$ cat config.mk
export PLATFORM = sky130hd
export DESIGN_NAME = vga_fb_sched
export DESIGN_NICKNAME = d
export VERILOG_FILES = /design/src/rtl/vga_fb_sched_pkg.sv /design/src/rtl/vga_fb_addr.sv /design/src/rtl/vga_fb_sched.sv
export SDC_FILE = /design/constraint.sdc
export NUM_CORES = 1
export LEC_CHECK = 0
export ABC_AREA = 1
export CAP_MARGIN = 10
export CORE_MARGIN = 4
export CORE_UTILIZATION = 36
export CTS_CLUSTER_SIZE = 10
export DETAILED_ROUTE_END_ITERATION = 7
export PLACE_DENSITY = 0.73
export REMOVE_ABC_BUFFERS = 1
export SLEW_MARGIN = 25
export SYNTH_ARGS = -nofsm -noshare
export SYNTH_HDL_FRONTEND = slang
export SYNTH_SLANG_ARGS = --single-unit
$ cat constraint.sdc
create_clock -name i_pclk -period 3.8 [get_ports i_pclk]
set_input_delay 0.57 -clock i_pclk [delete_from_list [all_inputs] [get_ports i_pclk]]
set_output_delay 0.57 -clock i_pclk [all_outputs]
set_load 0.02 [all_outputs]
$ cat src/rtl/vga_fb_sched_pkg.sv
// Shared constants, prefetch FSM states and colour expansion for the
// 160x120 RGB444 frame-buffer scheduler.
package vga_fb_sched_pkg;

    localparam int unsigned FB_W     = 160;
    localparam int unsigned FB_H     = 120;
    localparam int unsigned FB_DEPTH = FB_W * FB_H;

    typedef enum logic [1:0] {
        WAIT_HS = 2'd0,
        PF_REQ  = 2'd1,
        PF_DONE = 2'd2
    } pf_state_t;

    // RGB444 -> RGB888 by duplicating each nibble
    function automatic logic [23:0] rgb444_to_888(input logic [11:0] p);
        return {p[11:8], p[11:8], p[7:4], p[7:4], p[3:0], p[3:0]};
    endfunction

endpackage

$ cat src/rtl/vga_fb_addr.sv
// Row/column to frame-buffer word address: row*160 + col.
module vga_fb_addr (
    input  logic [7:0]  i_row,
    input  logic [7:0]  i_col,
    output logic [14:0] o_word
);

    // row*160 built as row*128 + row*32 to avoid a multiplier
    always_comb begin
        o_word = {i_row, 7'b0} + {2'b0, i_row, 5'b0} + {7'b0, i_col};
    end

endmodule

$ cat src/rtl/vga_fb_sched.sv
// Time-slices a single-port frame-buffer RAM between display fetch and one
// writer. Display reads always win; each fetched word is shown as a 4x4 block.
module vga_fb_sched #(
    parameter int unsigned FB_W = 160,
    parameter int unsigned FB_H = 120,
    parameter int unsigned AW   = 15
) (
    input  logic          i_pclk,
    input  logic          i_reset,
    input  logic [9:0]    i_h_addr,
    input  logic [9:0]    i_v_addr,
    input  logic          i_valid,
    input  logic          i_hsync,
    input  logic          i_wr_req,
    input  logic [AW-1:0] i_wr_addr,
    input  logic [11:0]   i_wr_data,
    output logic          o_wr_ack,
    output logic          o_mem_en,
    output logic          o_mem_we,
    output logic [AW-1:0] o_mem_addr,
    output logic [11:0]   o_mem_wdata,
    input  logic [11:0]   i_mem_rdata,
    output logic [23:0]   o_vga_data
);
    import vga_fb_sched_pkg::pf_state_t, vga_fb_sched_pkg::WAIT_HS,
           vga_fb_sched_pkg::PF_REQ, vga_fb_sched_pkg::PF_DONE,
           vga_fb_sched_pkg::rgb444_to_888;

    localparam logic [AW-1:0] DEPTH = AW'(FB_W * FB_H);

    pf_state_t   state_q, state_d;
    logic        hs_q, hs_rise_q, val_q, rd_pend_q;
    logic [11:0] cur_pix_q, nxt_pix_q;
    logic        pf_rd, line_rd, dslot, cur_load;
    logic [7:0]  col, row, addr_col;
    logic [14:0] disp_word;

    assign col = i_h_addr[9:2];
    assign row = i_v_addr[9:2];

    // Active-line reads are limited to PF_DONE so that a reset mid-line keeps
    // the picture black until the next line's prefetch re-seeds the pipeline.
    assign pf_rd    = (state_q == PF_REQ);
    assign line_rd  = (state_q == PF_DONE) & i_valid & (i_h_addr[1:0] == 2'b01) &
                      (col < 8'(FB_W - 1));
    assign dslot    = ~i_reset & (pf_rd | line_rd);
    assign addr_col = pf_rd ? 8'd0 : col + 8'd1;
    assign cur_load = ~i_valid | (i_h_addr[1:0] == 2'b11);

    vga_fb_addr u_addr (
        .i_row  (row),
        .i_col  (addr_col),
        .o_word (disp_word)
    );

    // Prefetch FSM next-state
    always_comb begin
        state_d = state_q;
        case (state_q)
            WAIT_HS: if (hs_rise_q && !i_valid) state_d = PF_REQ;
            PF_REQ:  state_d = PF_DONE;
            PF_DONE: if (val_q && !i_valid) state_d = WAIT_HS;
            default: state_d = WAIT_HS;
        endcase
    end

    // State, edge detectors, read tracking and the two-stage pixel pipeline
    always_ff @(posedge i_pclk) begin
        if (i_reset) begin
            state_q   <= WAIT_HS;
            hs_q      <= 1'b1;
            hs_rise_q <= 1'b0;
            val_q     <= 1'b0;
            rd_pend_q <= 1'b0;
            nxt_pix_q <= '0;
            cur_pix_q <= '0;
        end else begin
            state_q   <= state_d;
            hs_q      <= i_hsync;
            hs_rise_q <= i_hsync & ~hs_q;
            val_q     <= i_valid;
            rd_pend_q <= dslot;
            if (rd_pend_q) nxt_pix_q <= i_mem_rdata;
            if (cur_load)  cur_pix_q <= nxt_pix_q;
        end
    end

    // RAM port arbitration: display slot first, then the writer
    always_comb begin
        o_wr_ack    = i_wr_req & ~dslot & ~i_reset;
        o_mem_en    = 1'b0;
        o_mem_we    = 1'b0;
        o_mem_addr  = '0;
        o_mem_wdata = '0;
        if (dslot) begin
            o_mem_en   = 1'b1;
            o_mem_addr = AW'(disp_word);
        end else if (o_wr_ack) begin
            o_mem_en    = 1'b1;
            o_mem_we    = (i_wr_addr < DEPTH);
            o_mem_addr  = i_wr_addr;
            o_mem_wdata = i_wr_data;
        end
    end

    // Colour output, black outside active video and during reset
    always_comb begin
        o_vga_data = (i_valid & ~i_reset) ? rgb444_to_888(cur_pix_q) : '0;
    end

endmodule

==> results.ini, run 1 <==
[outcome]
status=finished clean

[job]
maxCapViolations=0

[die]
core_area_um2=6030
io_pins=118
die_h_um=87.7
initial_core_util_pct=37.9
row_count=28
die-area_um2=7690
die_w_um=87.7

[pwr]
power_density_nw_per_um2=260
p_leak_nw=1.75
irDropWorstVdd_v=0.000241

[global_routing]
grt_pass1_vias=2427
antenna_found_initial=0
grt_overflow_total=0
grt_util_all_layers_pct=16.7
grt_pass1_wl_um=10400
grt_max_degree=27

[sta]
setup_violations=0
fmax_mhz=275
period_share_pct=95.9
skew_ns=0.00687
period_minus_slack_ns=3.64
tns_ns=0
slew_headroom_pct=57.9
drv_slew=0
tightest_slew_ns=0.631
hold_viol=0

[synth]
synth-seq-cells=30
synth_area_um2=2280
synth_top_area_share_pct=26.3
synth_cell_types=31
yosys.area.top_type=dfxtp_1
avgSynthCellArea_um2=6.35
syn_inst=360
yosys_warnings=0
yosys-top-cells-area=dfxtp_1 (26%), nand2_1 (11%), inv_1 (9.5%)
seq_area_frac_synth_pct=26.3

[finish]
final_layout_size_suffix_gt1_share_pct=14.4
seqCellArea_um2=601
mostFrequentLayoutCells=clkdlybuf4s50_1 (100), nand2_1 (61), inv_1 (56)
mostFrequentLayoutCell=clkdlybuf4s50_1
syn2layout_area_growth_pct=59.4
multi_input_area_um2=1350
fill_cells=582
finalNonFillerCells=548
num_antenna_cells=0
nNetsFinal=555

[drt]
wire_per_inst_um=11.9
drt_iter0_markers=66
routed_via_density=4.62
num_vias=2533
routed_wl_um=6530
first_pass_iters=4
drc=0
antenna_left=0

[worst_hold_path]
min_from=hs_q$_SDFF_PP1_
hp-class=reg2reg

[clock_tree]
htreeDepth=2
cts.hold.buffers_added=0
cts_buffers=5
clock_path_buffers=2
path_clk_slew_ns=0.06
clkSinkCount=30
cts_root_buffer=clkbuf_8
clock_latency_ns=0.28
cts_tree=built

[place]
place_congestion=0.796
hpwlAfterDp_um=5120
io_buffers=115
dp.cells=537

[critical_path]
endpoint_kind=primary output
required_ns=3.23
regToRegStartpoint=state_q[1]$_SDFFE_PP0P_
critical_path.max_fanout=3
startpoint=i_h_addr[3]
path_class=in2out
critPathLaunchType=input port
arrival_ns=3.07

[layout make-up]
| cell class | instances | share of cell area, % |
|---|---|---|
| multi-input combinational | 244 | 37.1 |
| timing repair buffer | 129 | 34.2 |
| sequential | 30 | 16.5 |
| inverter | 63 | 6.56 |
| tap | 75 | 2.58 |
| clock buffer | 6 | 2.27 |
| clock inverter | 1 | 0.825 |
[worst max-delay path, stage by stage]
cell and delay, ns:
buf_4 0.10, ha_4 0.13, nand2_2 0.07, nor2_4 0.10
inv_2 0.06, nor2_4 0.10, and3_4 0.18, nor3_1 0.05
ha_1 0.28, ha_2 0.17, inv_1 0.06, fa_2 0.36
nand3b_1 0.17, nand2_2 0.12, buf_4 0.12, xor2_1 0.13
nand2_1 0.06, nand2_1 0.08, buf_4 0.14
[per-stage QoR]
stage	utilization [%]	instance area, um^2	setup WS, ns	total power, mW	hold slack, ns
floorplan	-	2130	0.441	0.480	0.373
global placement	57.2	3450	-0.713	0.618	0.377
detailed placement	57.2	3450	-0.796	0.624	0.390
CTS	59.7	3600	0.00277	0.954	0.399
global route	60.4	3640	-0.0315	1.01	0.406
finish	60.4	3640	0.157	0.947	0.395
[cells in the mapped netlist]
cell type and n:
nand2_1 68, inv_1 58, inv_2 4, nor3b_1 3
nand3_2 1, fa_1 2, nand2_4 1, nor2_4 1
o21ai_1 1, o21ai_0 26, nor2_2 11, inv_4 1
nand2_2 2, clkbuf_1 5, buf_1 1, nand3_1 25
nor2_1 55, xor2_1 2, nor3_1 3, buf_4 12
a21oi_1 21, xnor2_1 1, buf_6 3, ha_1 16
buf_2 2, a21boi_0 1, nand3b_1 1, dfxtp_1 30
a21oi_4 1, and3_1 1, nand4_1 1
[logic make-up after synthesis]
logic type,after synthesis,synth area share (%)
AND/OR/NAND/NOR,173,33.2
buffers and inverters,86,17.3
AO/OA/AOI/OAI,50,11.6
flip-flops,30,26.3
adder cells (fa/ha/maj),18,10.5
XOR/XNOR,3,1.15
[metal layers]
layer | track usage [%] | part of all wire (%)
met1 | 19.6 | 42
met4 | 4.88 | 1.6
met3 | 3.20 | 3.6
met5 | 0 | 0
met2 | 30.4 | 52
[worst paths after layout]
check / to / slack [ns] / cells after the start
max: o_mem_addr[10] / 0.16 / 19
min: hs_rise_q$_SDFF_PP0_ / 0.39 / 1
max reg2reg: rd_pend_q$_SDFF_PP0_ / 2.53 / 4
min reg2reg: hs_rise_q$_SDFF_PP0_ / 0.39 / 1
[what timing repair did]
item                                   CTS  global route
cloned                                   0             0
resized for setup                       48            20
endpoints found under the hold margin    0             0
pin swaps                               10             9
setup endpoints to repair                9             8
buffers inserted                         1             3
[power by group]
group | internal, mW | leakage [nW] | switching [mW] | total [mW]
logic | 0.151 | 1.45 | 0.149 | 0.300
registers | 0.324 | 0.244 | 0.00270 | 0.327
clock network | 0.209 | 0.0573 | 0.111 | 0.320
total | 0.685 | 1.75 | 0.263 | 0.947
[flip-flops by register name, indices dropped and copies added, names as in the netlist]
| name | cells |
|---|---|
| rd_pend_q | 1 |
| nxt_pix_q | 12 |
| hs_rise_q | 1 |
| state_q | 2 |
| cur_pix_q | 12 |
| val_q | 1 |
| hs_q | 1 |
(Power assumes the default switching activity.)
==> inputs of run 2 (changes only) <==
--- a/config.mk
+++ b/config.mk
@@ -11,7 +11,7 @@
 export CORE_UTILIZATION = 36
 export CTS_CLUSTER_SIZE = 10
 export DETAILED_ROUTE_END_ITERATION = 7
-export PLACE_DENSITY = 0.73
+export PLACE_DENSITY = 0.75
 export REMOVE_ABC_BUFFERS = 1
 export SLEW_MARGIN = 25
 export SYNTH_ARGS = -nofsm -noshare
==> run 2 against run 1 <==
Maximum frequency is 1.4% higher. Critical path type unchanged. Via count is 0.95% lower. Global-route usage is 0.20 points higher. Worst setup slack better by 0.052 ns. Largest power group unchanged. Largest cell class unchanged. Register-to-register slack hardly changed. Cell area is 0.41% lower.
==> results.ini, run 2 (synthesis results as in run 1) <==
[outcome]
status=finished clean

[drt]
routed_wl_um=6440
drc=0
routed_via_density=4.57
drt_iter0_markers=71
wire_per_inst_um=11.7
num_vias=2509
first_pass_iters=4
antenna_left=0

[sta]
tightest_slew_ns=0.622
period_share_pct=94.5
period_minus_slack_ns=3.59
hold_viol=0
skew_ns=0.00796
drv_slew=0
fmax_mhz=278
slew_headroom_pct=58.5
hold_slack_ns=0.388
setup_violations=0
rsz0062_at_grt=false

[critical_path]
endpoint_kind=primary output
crit_family=simple AND/OR/NAND/NOR gates
cp_num_cells=22
crit_path_top_delay_cell=fa_2
critical_path.max_fanout=3
rrSetupSlack_ns=2.54
worstSetupEndpoint=o_mem_addr[12]
slowest_delay_ns=0.35
required_ns=3.23
timing.critical_path.mode_cell=nand2_1
path_class=in2out
ff2ff_path_depth=4
startpoint=i_h_addr[5]
crit_chain=dlygate4sd2_1 -> inv_2 -> nor2_4 -> buf_4 -> buf_4 -> buf_4 -> nand3_2 -> nand2_1 -> nor2_2 -> ha_2 -> ha_4 -> inv_2 -> fa_2 -> nand3b_1 -> nand2_2 -> nand2_2 -> nand2_1 -> nand2_1 -> nand2_1 -> nand2_1 -> nand2_1 -> buf_6
critPathLaunchType=input port
arrival_ns=3.02
regToRegStartpoint=state_q[1]$_SDFFE_PP0P_
rr_endpoint=rd_pend_q$_SDFF_PP0_
cp.buffers_inverters=7

[finish]
fill_cells=593
num_antenna_cells=0
reg_top3=cur_pix_q: 12 flops, nxt_pix_q: 12 flops, state_q: 2 flops
syn2layout_area_growth_pct=58.7
mostFrequentLayoutCell=clkdlybuf4s50_1
mostFrequentLayoutCells=clkdlybuf4s50_1 (100), nand2_1 (64), inv_1 (55)
nNetsFinal=555
final_layout_size_suffix_gt1_share_pct=15.0

[clock_tree]
clock_path_buffers=2
cts_tree=built
cts_root_buffer=clkbuf_8
path_clk_slew_ns=0.06
cts_buffers=5
clock_latency_ns=0.28
clkSinkCount=30
htreeDepth=2
cts.hold.buffers_added=0

[job]
maxCapViolations=0

[die]
die-area_um2=7690
die_h_um=87.7
die_w_um=87.7
initial_core_util_pct=37.9
row_count=28
io_pins=118
core_area_um2=6030

[pwr]
irDropWorstVdd_v=0.000271
power_density_nw_per_um2=244
p_leak_nw=1.74
power_uw=885

[worst_hold_path]
hp-class=reg2reg

[global_routing]
grt_pass1_wl_um=10600
antenna_found_initial=0
grt_max_degree=27
grt_overflow_total=0
grt_pass1_vias=2443
grt_util_all_layers_pct=16.9

[place]
io_buffers=115
hpwlAfterDp_um=5200
place_congestion=0.851

-- run 2: per-layer routing --
metal | up-vias | routed length [um] | track usage (%)
li1 | 1328 | - | -
met4 | 0 | 101 | 5.44
met2 | 51 | 3420 | 30.6
met3 | 10 | 255 | 3.01
met1 | 1120 | 2660 | 19.9
met5 | - | 0 | 0
-- run 2: power by group --
part           internal (mW)  switching [mW]
clock                  0.146           0.114
sequential             0.324         0.00267
combinational          0.150           0.148
total                  0.620           0.265
-- run 2: final cells by class --
cell class / count / area, um^2 / area share (%)
clock inverter: 1 / 5.00 / 0.138
multi-input combinational: 244 / 1360 / 37.5
timing repair buffer: 129 / 1240 / 34.2
tap: 75 / 93.8 / 2.59
clock buffer: 7 / 86.3 / 2.38
inverter: 63 / 239 / 6.59
sequential: 30 / 601 / 16.6
-- run 2: stage by stage --
step	setup TNS, ns	std cells	utilization [%]	area (um^2)	worst slack [ns]
after floorplan	0	337	-	2130	0.441
after global routing	0	549	60.2	3630	0.00253
final	0	549	60.2	3630	0.209
after global placement	-4.40	538	57.4	3460	-0.711
after CTS	0	550	60.1	3620	0.0133
after detailed placement	-5.26	538	57.4	3460	-0.816
-- run 2: worst reg2reg max path, stage by stage, from the launching register on --
cell	delay (ns)
dfxtp_1	0.41
nand2_2	0.09
nor2_2	0.12
nand3_2	0.12
a21oi_4	0.38
-- run 2: worst min-delay path by stage --
stage	end	depth (start not counted)	from	slack, ns
after floorplan	hs_rise_q$_SDFF_PP0_	1	hs_q$_SDFF_PP1_	0.37
after global placement	hs_rise_q$_SDFF_PP0_	1	hs_q$_SDFF_PP1_	0.38
after detailed placement	hs_rise_q$_SDFF_PP0_	1	hs_q$_SDFF_PP1_	0.38
after CTS	hs_rise_q$_SDFF_PP0_	1	hs_q$_SDFF_PP1_	0.39
after global routing	hs_rise_q$_SDFF_PP0_	1	hs_q$_SDFF_PP1_	0.40
final	hs_rise_q$_SDFF_PP0_	1	hs_q$_SDFF_PP1_	0.39
-- run 2: timing repair --
item	CTS	global route
resized for setup	55	15
cloned	0	0
setup endpoints to repair	9	8
pin swaps	14	18
buffers inserted	4	0
